<file path="src/rtl/load_sel_if.sv">
// ---------------------------------------------------------------------------
// load_sel_if
// Data-SRAM read bus used by the MEM-stage load unit (req/addr_ok/data_ok
// handshake).
//
// Signals:
//   data_req      master->slave  read request, held until data_addr_ok
//   data_addr     master->slave  read address (ADDR_W bits)
//   data_size     master->slave  0 = byte, 1 = half, 2 = word
//   data_addr_ok  slave->master  request accepted this cycle
//   data_data_ok  slave->master  read data valid this cycle
//   data_rdata    slave->master  raw 32-bit read word
// ---------------------------------------------------------------------------
interface load_sel_if #(
    parameter int ADDR_W = 32
);
    logic              data_req;
    logic [ADDR_W-1:0] data_addr;
    logic [1:0]        data_size;
    logic              data_addr_ok;
    logic              data_data_ok;
    logic [31:0]       data_rdata;

    modport master (
        output data_req,
        output data_addr,
        output data_size,
        input  data_addr_ok,
        input  data_data_ok,
        input  data_rdata
    );

    modport slave (
        input  data_req,
        input  data_addr,
        input  data_size,
        output data_addr_ok,
        output data_data_ok,
        output data_rdata
    );
endinterface

</file>
<file path="src/rtl/load_sel.sv">
// ---------------------------------------------------------------------------
// load_sel
// MEM-stage load unit. Accepts LB/LBU/LH/LHU/LW, issues one read on the
// data-SRAM bus, stalls the pipe until the data returns, then aligns and
// sign/zero-extends the addressed byte/halfword/word. A flush or pending
// exception aborts the load, including mid-transaction.
//
// Ports:
//   clk          in   clock, rising edge
//   resetn       in   asynchronous active-low reset
//   opM          in   MEM-stage opcode
//   aluoutM      in   load effective address
//   excepttypeM  in   nonzero = exception pending, load must not issue
//   flushM       in   pipeline flush, cancels the current load
//   bus          --   data-SRAM read bus (master side)
//   readdataM    out  aligned/extended load result, held until next load
//   load_done    out  one-cycle pulse, readdataM valid
//   stallM       out  freeze pipeline at and before MEM
//
// ADDR_W must not exceed 32 (the address is taken from aluoutM).
// ---------------------------------------------------------------------------
module load_sel #(
    parameter int ADDR_W = 32
) (
    input  logic        clk,
    input  logic        resetn,
    input  logic [5:0]  opM,
    input  logic [31:0] aluoutM,
    input  logic [31:0] excepttypeM,
    input  logic        flushM,
    load_sel_if.master  bus,
    output logic [31:0] readdataM,
    output logic        load_done,
    output logic        stallM
);
    // MIPS load opcodes (same encodings as defines.vh)
    localparam logic [5:0] OP_LB  = 6'b100000;
    localparam logic [5:0] OP_LH  = 6'b100001;
    localparam logic [5:0] OP_LW  = 6'b100011;
    localparam logic [5:0] OP_LBU = 6'b100100;
    localparam logic [5:0] OP_LHU = 6'b100101;

    localparam logic [2:0] S_IDLE   = 3'd0;
    localparam logic [2:0] S_REQ    = 3'd1;
    localparam logic [2:0] S_WAIT   = 3'd2;
    localparam logic [2:0] S_CANCEL = 3'd3;
    localparam logic [2:0] S_DONE   = 3'd4;

    logic [2:0]        r_state;
    logic [2:0]        w_next;
    logic [5:0]        r_op;
    logic [ADDR_W-1:0] r_addr;
    logic [1:0]        r_size;
    logic [31:0]       r_readdata;

    logic              w_is_load;
    logic              w_start;
    logic [1:0]        w_size;
    logic [7:0]        w_byte;
    logic [15:0]       w_half;
    logic [31:0]       w_ext;

    assign w_is_load = (opM == OP_LB) || (opM == OP_LBU) || (opM == OP_LH) ||
                       (opM == OP_LHU) || (opM == OP_LW);
    assign w_start   = w_is_load && (excepttypeM == 32'd0) && !flushM;

    // NOTE: every signal assigned in an always_comb gets a default first,
    // so no path leaves it unassigned and no latch is inferred.
    always_comb begin
        w_size = 2'd2;
        if (opM == OP_LB || opM == OP_LBU) w_size = 2'd0;
        else if (opM == OP_LH || opM == OP_LHU) w_size = 2'd1;
    end

    // Next state and stall. A flush already redirects the pipe, so stallM
    // drops whenever flushM is seen mid-load; CANCEL only stalls to hold off
    // a new load until the orphaned read data has drained.
    always_comb begin
        w_next = r_state;
        stallM = 1'b0;
        case (r_state)
            S_IDLE: begin
                if (w_start) begin
                    w_next = S_REQ;
                    stallM = 1'b1;
                end
            end
            S_REQ: begin
                if (flushM) begin
                    w_next = bus.data_addr_ok ? S_CANCEL : S_IDLE;
                end else begin
                    stallM = 1'b1;
                    if (bus.data_addr_ok) w_next = S_WAIT;
                end
            end
            S_WAIT: begin
                if (flushM) begin
                    // data arriving with the flush is simply dropped
                    w_next = bus.data_data_ok ? S_IDLE : S_CANCEL;
                end else begin
                    stallM = 1'b1;
                    if (bus.data_data_ok) w_next = S_DONE;
                end
            end
            S_CANCEL: begin
                stallM = w_start;
                if (bus.data_data_ok) w_next = S_IDLE;
            end
            S_DONE:  w_next = S_IDLE;  // pipe advances before a new load
            default: w_next = S_IDLE;
        endcase
    end

    // Extraction from the latched op and low address bits.
    always_comb begin
        w_byte = bus.data_rdata[7:0];
        case (r_addr[1:0])
            2'd1:    w_byte = bus.data_rdata[15:8];
            2'd2:    w_byte = bus.data_rdata[23:16];
            2'd3:    w_byte = bus.data_rdata[31:24];
            default: w_byte = bus.data_rdata[7:0];
        endcase
        w_half = r_addr[1] ? bus.data_rdata[31:16] : bus.data_rdata[15:0];
        case (r_op)
            OP_LB:   w_ext = {{24{w_byte[7]}}, w_byte};
            OP_LBU:  w_ext = {24'd0, w_byte};
            OP_LH:   w_ext = {{16{w_half[15]}}, w_half};
            OP_LHU:  w_ext = {16'd0, w_half};
            default: w_ext = bus.data_rdata;
        endcase
    end

    // NOTE: sequential state uses non-blocking assignments so every register
    // samples pre-edge values regardless of statement order.
    always_ff @(posedge clk or negedge resetn) begin
        if (!resetn) begin
            r_state    <= S_IDLE;
            r_op       <= 6'd0;
            r_addr     <= '0;
            r_size     <= 2'd0;
            r_readdata <= 32'd0;
        end else begin
            r_state <= w_next;
            if (r_state == S_IDLE && w_start) begin
                r_op   <= opM;
                r_addr <= aluoutM[ADDR_W-1:0];
                r_size <= w_size;
            end
            if (r_state == S_WAIT && bus.data_data_ok && !flushM) begin
                r_readdata <= w_ext;
            end
        end
    end

    assign bus.data_req  = (r_state == S_REQ);
    assign bus.data_addr = r_addr;
    assign bus.data_size = r_size;
    assign readdataM     = r_readdata;
    assign load_done     = (r_state == S_DONE);
endmodule

</file>
<file path="src/flat_wrapper.sv">
// flat-port wrapper written by rule: the top's interface ports become plain ports
module load_sel_flat 
#(
    parameter int ADDR_W = 32
)
  (clk, resetn, opM, aluoutM, excepttypeM, flushM, readdataM, load_done, stallM, bus_data_req, bus_data_addr, bus_data_size, bus_data_addr_ok, bus_data_data_ok, bus_data_rdata);
  load_sel_if #(.ADDR_W(ADDR_W)) bus_i ();
  input  logic clk;
  input  logic resetn;
  input  logic [5:0] opM;
  input  logic [31:0] aluoutM;
  input  logic [31:0] excepttypeM;
  input  logic flushM;
  output logic [31:0] readdataM;
  output logic load_done;
  output logic stallM;
  output wire logic [$bits(bus_i.data_req)-1:0] bus_data_req;
  output wire logic [$bits(bus_i.data_addr)-1:0] bus_data_addr;
  output wire logic [$bits(bus_i.data_size)-1:0] bus_data_size;
  input wire logic [$bits(bus_i.data_addr_ok)-1:0] bus_data_addr_ok;
  input wire logic [$bits(bus_i.data_data_ok)-1:0] bus_data_data_ok;
  input wire logic [$bits(bus_i.data_rdata)-1:0] bus_data_rdata;
  assign bus_data_req = bus_i.data_req;
  assign bus_data_addr = bus_i.data_addr;
  assign bus_data_size = bus_i.data_size;
  assign bus_i.data_addr_ok = bus_data_addr_ok;
  assign bus_i.data_data_ok = bus_data_data_ok;
  assign bus_i.data_rdata = bus_data_rdata;
  load_sel #(.ADDR_W(ADDR_W)) u_core (.clk(clk), .resetn(resetn), .opM(opM), .aluoutM(aluoutM), .excepttypeM(excepttypeM), .flushM(flushM), .bus(bus_i), .readdataM(readdataM), .load_done(load_done), .stallM(stallM));
endmodule
</file>
<file path="config.mk">
export PLATFORM = sky130hd
export DESIGN_NAME = load_sel_flat
export DESIGN_NICKNAME = d
export VERILOG_FILES = /design/src/rtl/load_sel_if.sv /design/src/rtl/load_sel.sv /design/src/flat_wrapper.sv
export SDC_FILE = /design/constraint.sdc
export NUM_CORES = 1
export LEC_CHECK = 0
export ABC_AREA = 1
export CAP_MARGIN = 30
export CORE_ASPECT_RATIO = 1.75
export CORE_MARGIN = 2
export CORE_UTILIZATION = 40
export CTS_CLUSTER_DIAMETER = 100
export DETAILED_ROUTE_END_ITERATION = 10
export DONT_BUFFER_PORTS = 1
export PLACE_DENSITY = 0.6
export SETUP_SLACK_MARGIN = 0.02
export SKIP_CTS_REPAIR_TIMING = 1
export SLEW_MARGIN = 20
export SYNTH_ARGS = -nofsm -noshare
export SYNTH_HDL_FRONTEND = slang
export SYNTH_SLANG_ARGS = --single-unit
</file>
<file path="constraint.sdc">
create_clock -name clk -period 3.6 [get_ports clk]
set_clock_uncertainty 0.1 [all_clocks]
set_input_delay 1.08 -clock clk [delete_from_list [all_inputs] [get_ports clk]]
set_output_delay 1.08 -clock clk [all_outputs]
set_load 0.02 [all_outputs]
</file>
Word level (Yosys, flattened, before mapping)
Index checks and enable logic that the tools add are counted.
{"block": "classes", "eq_ne": 20, "muxes": 17, "n_reduce_logical": 15}
{"op": "32-bit case mux with 4 select lines", "n": 1}
{"op": "6-bit equality test (second input constant)", "n": 9}
{"op": "32-bit zero test", "n": 1}
{"op": "8-bit case mux with 3 select lines", "n": 1}
{"op": "3-bit two-way mux", "n": 6}
{"op": "16-bit two-way mux", "n": 1}
{"op": "3-bit case mux with 4 select lines", "n": 1}
{"op": "2-bit two-way mux", "n": 4}
{"op": "3-bit by 2-bit equality test with 1-bit output (second input constant)", "n": 2}
{"op": "1-bit logical AND", "n": 5}
{"op": "1-bit logical OR", "n": 5}
{"op": "2-bit equality test (second input constant)", "n": 2}
{"op": "4-bit AND reduction", "n": 1}
{"op": "3-bit by 1-bit equality test with 1-bit output (second input constant)", "n": 1}
{"op": "3-bit equality test (second input constant)", "n": 1}
{"op": "3-bit zero test", "n": 1}
{"op": "3-bit by 2-bit inequality test with 1-bit output (second input constant)", "n": 1}
{"op": "3-bit inequality test (second input constant)", "n": 1}
{"op": "1-bit case mux with 3 select lines", "n": 1}
{"op": "2-bit by 1-bit equality test with 1-bit output (second input constant)", "n": 1}
{"op": "1-bit two-way mux", "n": 2}
{"op": "2-bit by 1-bit inequality test with 1-bit output (second input constant)", "n": 1}
{"op": "2-bit inequality test (second input constant)", "n": 1}
{"op": "2-bit OR reduction", "n": 1}
{"op": "1-bit zero test", "n": 1}
{"block": "totals", "register_bits": 75, "inputBits": 107, "output_inout_bits": 69, "wordCells": 57}

Longest topological paths before layout
{"block": "logic_depth", "depth_word": 9, "mapped_depth": 10, "depth_no_buf": 10}

Worst setup path after synthesis
Ideal clock, no wire load.
{"block": "synth_timing", "path_type": "input port to output port", "from": "in excepttypeM[28]", "to": "out stallM", "arrival_ps": 2050, "setup_slack_ps": 370, "cell_stages": 6, "path_cell_list": "nor3_1 -> nand2_1 -> nor2_4 -> nand3_1 -> buf_2 -> nand3_1"}
{"block": "synth_via", "elab_chain_cells": 5}
{"item": "start: declaration", "line": "flat_wrapper.sv:12", "text": "input logic [31:0] excepttypeM;"}
{"item": "32-bit zero test *", "line": "load_sel.sv:65", "text": "assign w_start = w_is_load && (excepttypeM == 32'd0) && !flushM;"}
{"item": "1-bit logical AND * (2 in a row)", "line": "load_sel.sv:65"}
{"item": "1-bit two-way mux", "line": "load_sel.sv:83", "text": "if (w_start) begin"}
{"item": "1-bit case mux with 3 select lines *", "line": "load_sel.sv:81", "text": "case (r_state)"}
{"item": "end: declaration", "line": "flat_wrapper.sv:16", "text": "output logic stallM;"}
Every way passes the cells marked *; elsewhere a longest branch is shown, timed or not.

Worst setup path after layout
Ends and elaborated chain as after synthesis.

==> impl_metrics.env <==
export IMPL_maxSlewViolCount=0
export IMPL_io_pins=176
export IMPL_wire_per_inst_um=16.25
export IMPL_diodes=0
export IMPL_ys_seq_area_share_pct=45.26
export IMPL_fillCellCount=1062
export IMPL_worstPathArrival_ns=1.90
export IMPL_setup_violations=0
export IMPL_nets=648
export IMPL_track_usage_pct=19.63
export IMPL_yosys_warnings=0
export IMPL_critPathLaunchType="primary input"
export IMPL_synth_top_cell_by_area="dfrtp_1"
export IMPL_post_dp_hpwl_um=7915
export IMPL_totalPowerFinal_w=0.002721
export IMPL_crit_family="simple AND/OR/NAND/NOR gates"
export IMPL_numClockSinks=75
export IMPL_crit_path_end_kind="output pin"
export IMPL_ys_ff_latch=75
export IMPL_grt_max_degree=76
export IMPL_rows=49
export IMPL_path_class="in2out"
export IMPL_dieHeight_um=138.7
export IMPL_critPathMaxStageDelay_ns=0.24
export IMPL_cts_root_buf="clkbuf_16"
export IMPL_seq_area_sq_um=1877
export IMPL_grt_pass1_vias=3501
export IMPL_die_width_um=80.97
export IMPL_slew_headroom_pct=54.34
export IMPL_final_common_cell="nand2_1"
export IMPL_syn_num_nets=657
export IMPL_yosys_area_top_type_share_pct=45.26
export IMPL_wl_um=10940
export IMPL_antenna_found_initial=0
export IMPL_cp_cell_sequence="nor3_1 -> nand2_1 -> nor2_4 -> nand3_1 -> nand3_1 -> buf_4"
export IMPL_htree_levels=3
export IMPL_overflow=0
export IMPL_dr_total_vias=3654
export IMPL_drt_iter0_markers=103
export IMPL_die_area_sq_um=11230
export IMPL_cpMostUsedCell="nand3_1"
export IMPL_antenna_left=0
export IMPL_synth_cells=550
export IMPL_worstMarginPinSlew_ns=0.6833
export IMPL_multi_input_area_sq_um=1857
export IMPL_synth_flop_cell="dfrtp_1"
export IMPL_worstReg2RegEnd="u_core.readdataM[23]$_DFFE_PN0P_"
export IMPL_synth_area_leaders="dfrtp_1 45%, nand2_1 16%, nand4_1 6.2%"
export IMPL_fin_util_pct=44.00
export IMPL_crit_reg2reg_launch="u_core.bus.data_addr[1]$_DFFE_PN0P_"
export IMPL_syn_area_sq_um=4146
export IMPL_period_minus_slack_ns=3.083
export IMPL_rsz0062_at_grt="no"
export IMPL_start_util_pct=40.74
export IMPL_fmax_mhz=324.3
export IMPL_max_cap_viol_count=0
export IMPL_power_density_nw_per_um2=607.6
export IMPL_layout_common_cells="176 x nand2_1, 75 x dfrtp_1, 65 x inv_1"
export IMPL_grt_pass1_wl_um=17280
export IMPL_drcViolationCount=0
export IMPL_hold_viol=0
export IMPL_clock_latency_ns=0.34
export IMPL_ys_types=29
export IMPL_drive_above_1_share_pct=11.17
export IMPL_r2r_setup_slack_ns=1.44
export IMPL_worst_r2r_cell_count=6
export IMPL_core_region_area_sq_um=10180
export IMPL_slowest_stage="nor3_1"
export IMPL_ir_drop_mv=0.2912
export IMPL_crit_path_max_fanout=3
export IMPL_leakage_nw=2.369
export IMPL_syn_avg_cell_area_sq_um=7.539
export IMPL_portBuffers=0
export IMPL_clk_pin_slew_ns=0.06
export IMPL_synth_edf_count=0
export IMPL_area_growth_pct=7.996
export IMPL_required_ns=2.42
export IMPL_viasPerCell=5.429
export IMPL_clk_path_buf_depth=2
export IMPL_status="completed"
export IMPL_cts_tree="done"
export IMPL_path_buf_inv=1
export IMPL_drtPass1Iterations=4
export IMPL_cts_buffers=9
export IMPL_ys_async_sr_fraction_pct=100.0
export IMPL_tns_ns=0
export IMPL_hold_class="in2async"
export IMPL_period_share_pct=85.64
export IMPL_gp_congestion=0.8400
routing by layer:
layer | vias up | track usage (%) | share of wire (%)
li1 | 1772 | - | -
met1 | 1697 | 21.77 | 37
met2 | 164 | 33.23 | 51
met3 | 21 | 5.990 | 8.9
met4 | 0 | 9.545 | 2.5
met5 | - | 0 | 0
cell type report:
| cell class | instances | share of cell area, % |
|---|---|---|
| multi-input cells | 379 | 41.46 |
| well taps | 127 | 3.548 |
| clock inverters | 7 | 1.006 |
| flip-flops and latches | 75 | 41.91 |
| inverters | 68 | 5.700 |
| clock buffers | 9 | 5.029 |
| repair buffers | 8 | 1.341 |
sequential cells by signal (all words and copies together), names as in the netlist:
name and flops:
u_core.readdataM 32, u_core.r_state 3, u_core.bus.data_size 2, u_core.bus.data_addr 32, u_core.r_op 6
worst max-delay path by stage:
stage | startpoint | end | slack, ns | cells after the start
after floorplan | excepttypeM[28] | stallM | 0.37 | 6
after global placement | excepttypeM[28] | stallM | 0.50 | 6
after detailed placement | excepttypeM[28] | stallM | 0.50 | 6
after CTS | excepttypeM[28] | stallM | 0.49 | 6
after global routing | excepttypeM[28] | stallM | 0.39 | 6
final | excepttypeM[28] | stallM | 0.52 | 6
worst reg2reg max path, stage by stage, from the launching register on:
cell	delay, ns
dfrtp_1	0.66
nand2_1	0.15
o211ai_1	0.18
nand4_2	0.61
nand3_1	0.28
nand2_1	0.07
inv_1	0.05
kinds of logic (layout without fill, tap and decap cells):
logic type / Yosys count / in the layout / share of synthesized area (%)
simple gates: 317 / 317 / 35.61
buf+inv: 96 / 92 / 9.958
flops: 75 / 75 / 45.26
compound gates: 62 / 62 / 9.173
power breakdown:
| group | internal, W | switching (W) | total [W] |
|---|---|---|---|
| Clock | 0.000463 | 0.000356 | 0.000819 |
| Combinational | 0.000204 | 0.000298 | 0.000501 |
| Sequential | 0.00103 | 0.000369 | 0.00140 |
synth_stat cells, types with 4 or more instances:
master / number
a21oi_1: 20
a21oi_2: 13
buf_2: 21
dfrtp_1: 75
inv_1: 65
nand2_1: 176
nand3_1: 43
nand4_1: 41
nor2_1: 28
o211ai_1: 7
o21ai_0: 19
or2_1: 4
or2_2: 12
through the flow:
stage / std cells / hold slack, ns / setup slack (ns) / cell area [sq um]
3_3_place_gp: 657 / 0.3372 / 0.4994 / 4208
4_1_cts: 673 / 0.3234 / 0.4907 / 4478
6_report: 673 / 0.3389 / 0.5168 / 4478
2_1_floorplan: 550 / 0.3221 / 0.3695 / 4146
5_1_grt: 673 / 0.3212 / 0.3950 / 4478
3_5_place_dp: 657 / 0.3633 / 0.4968 / 4208
(Power assumes the default switching activity.)
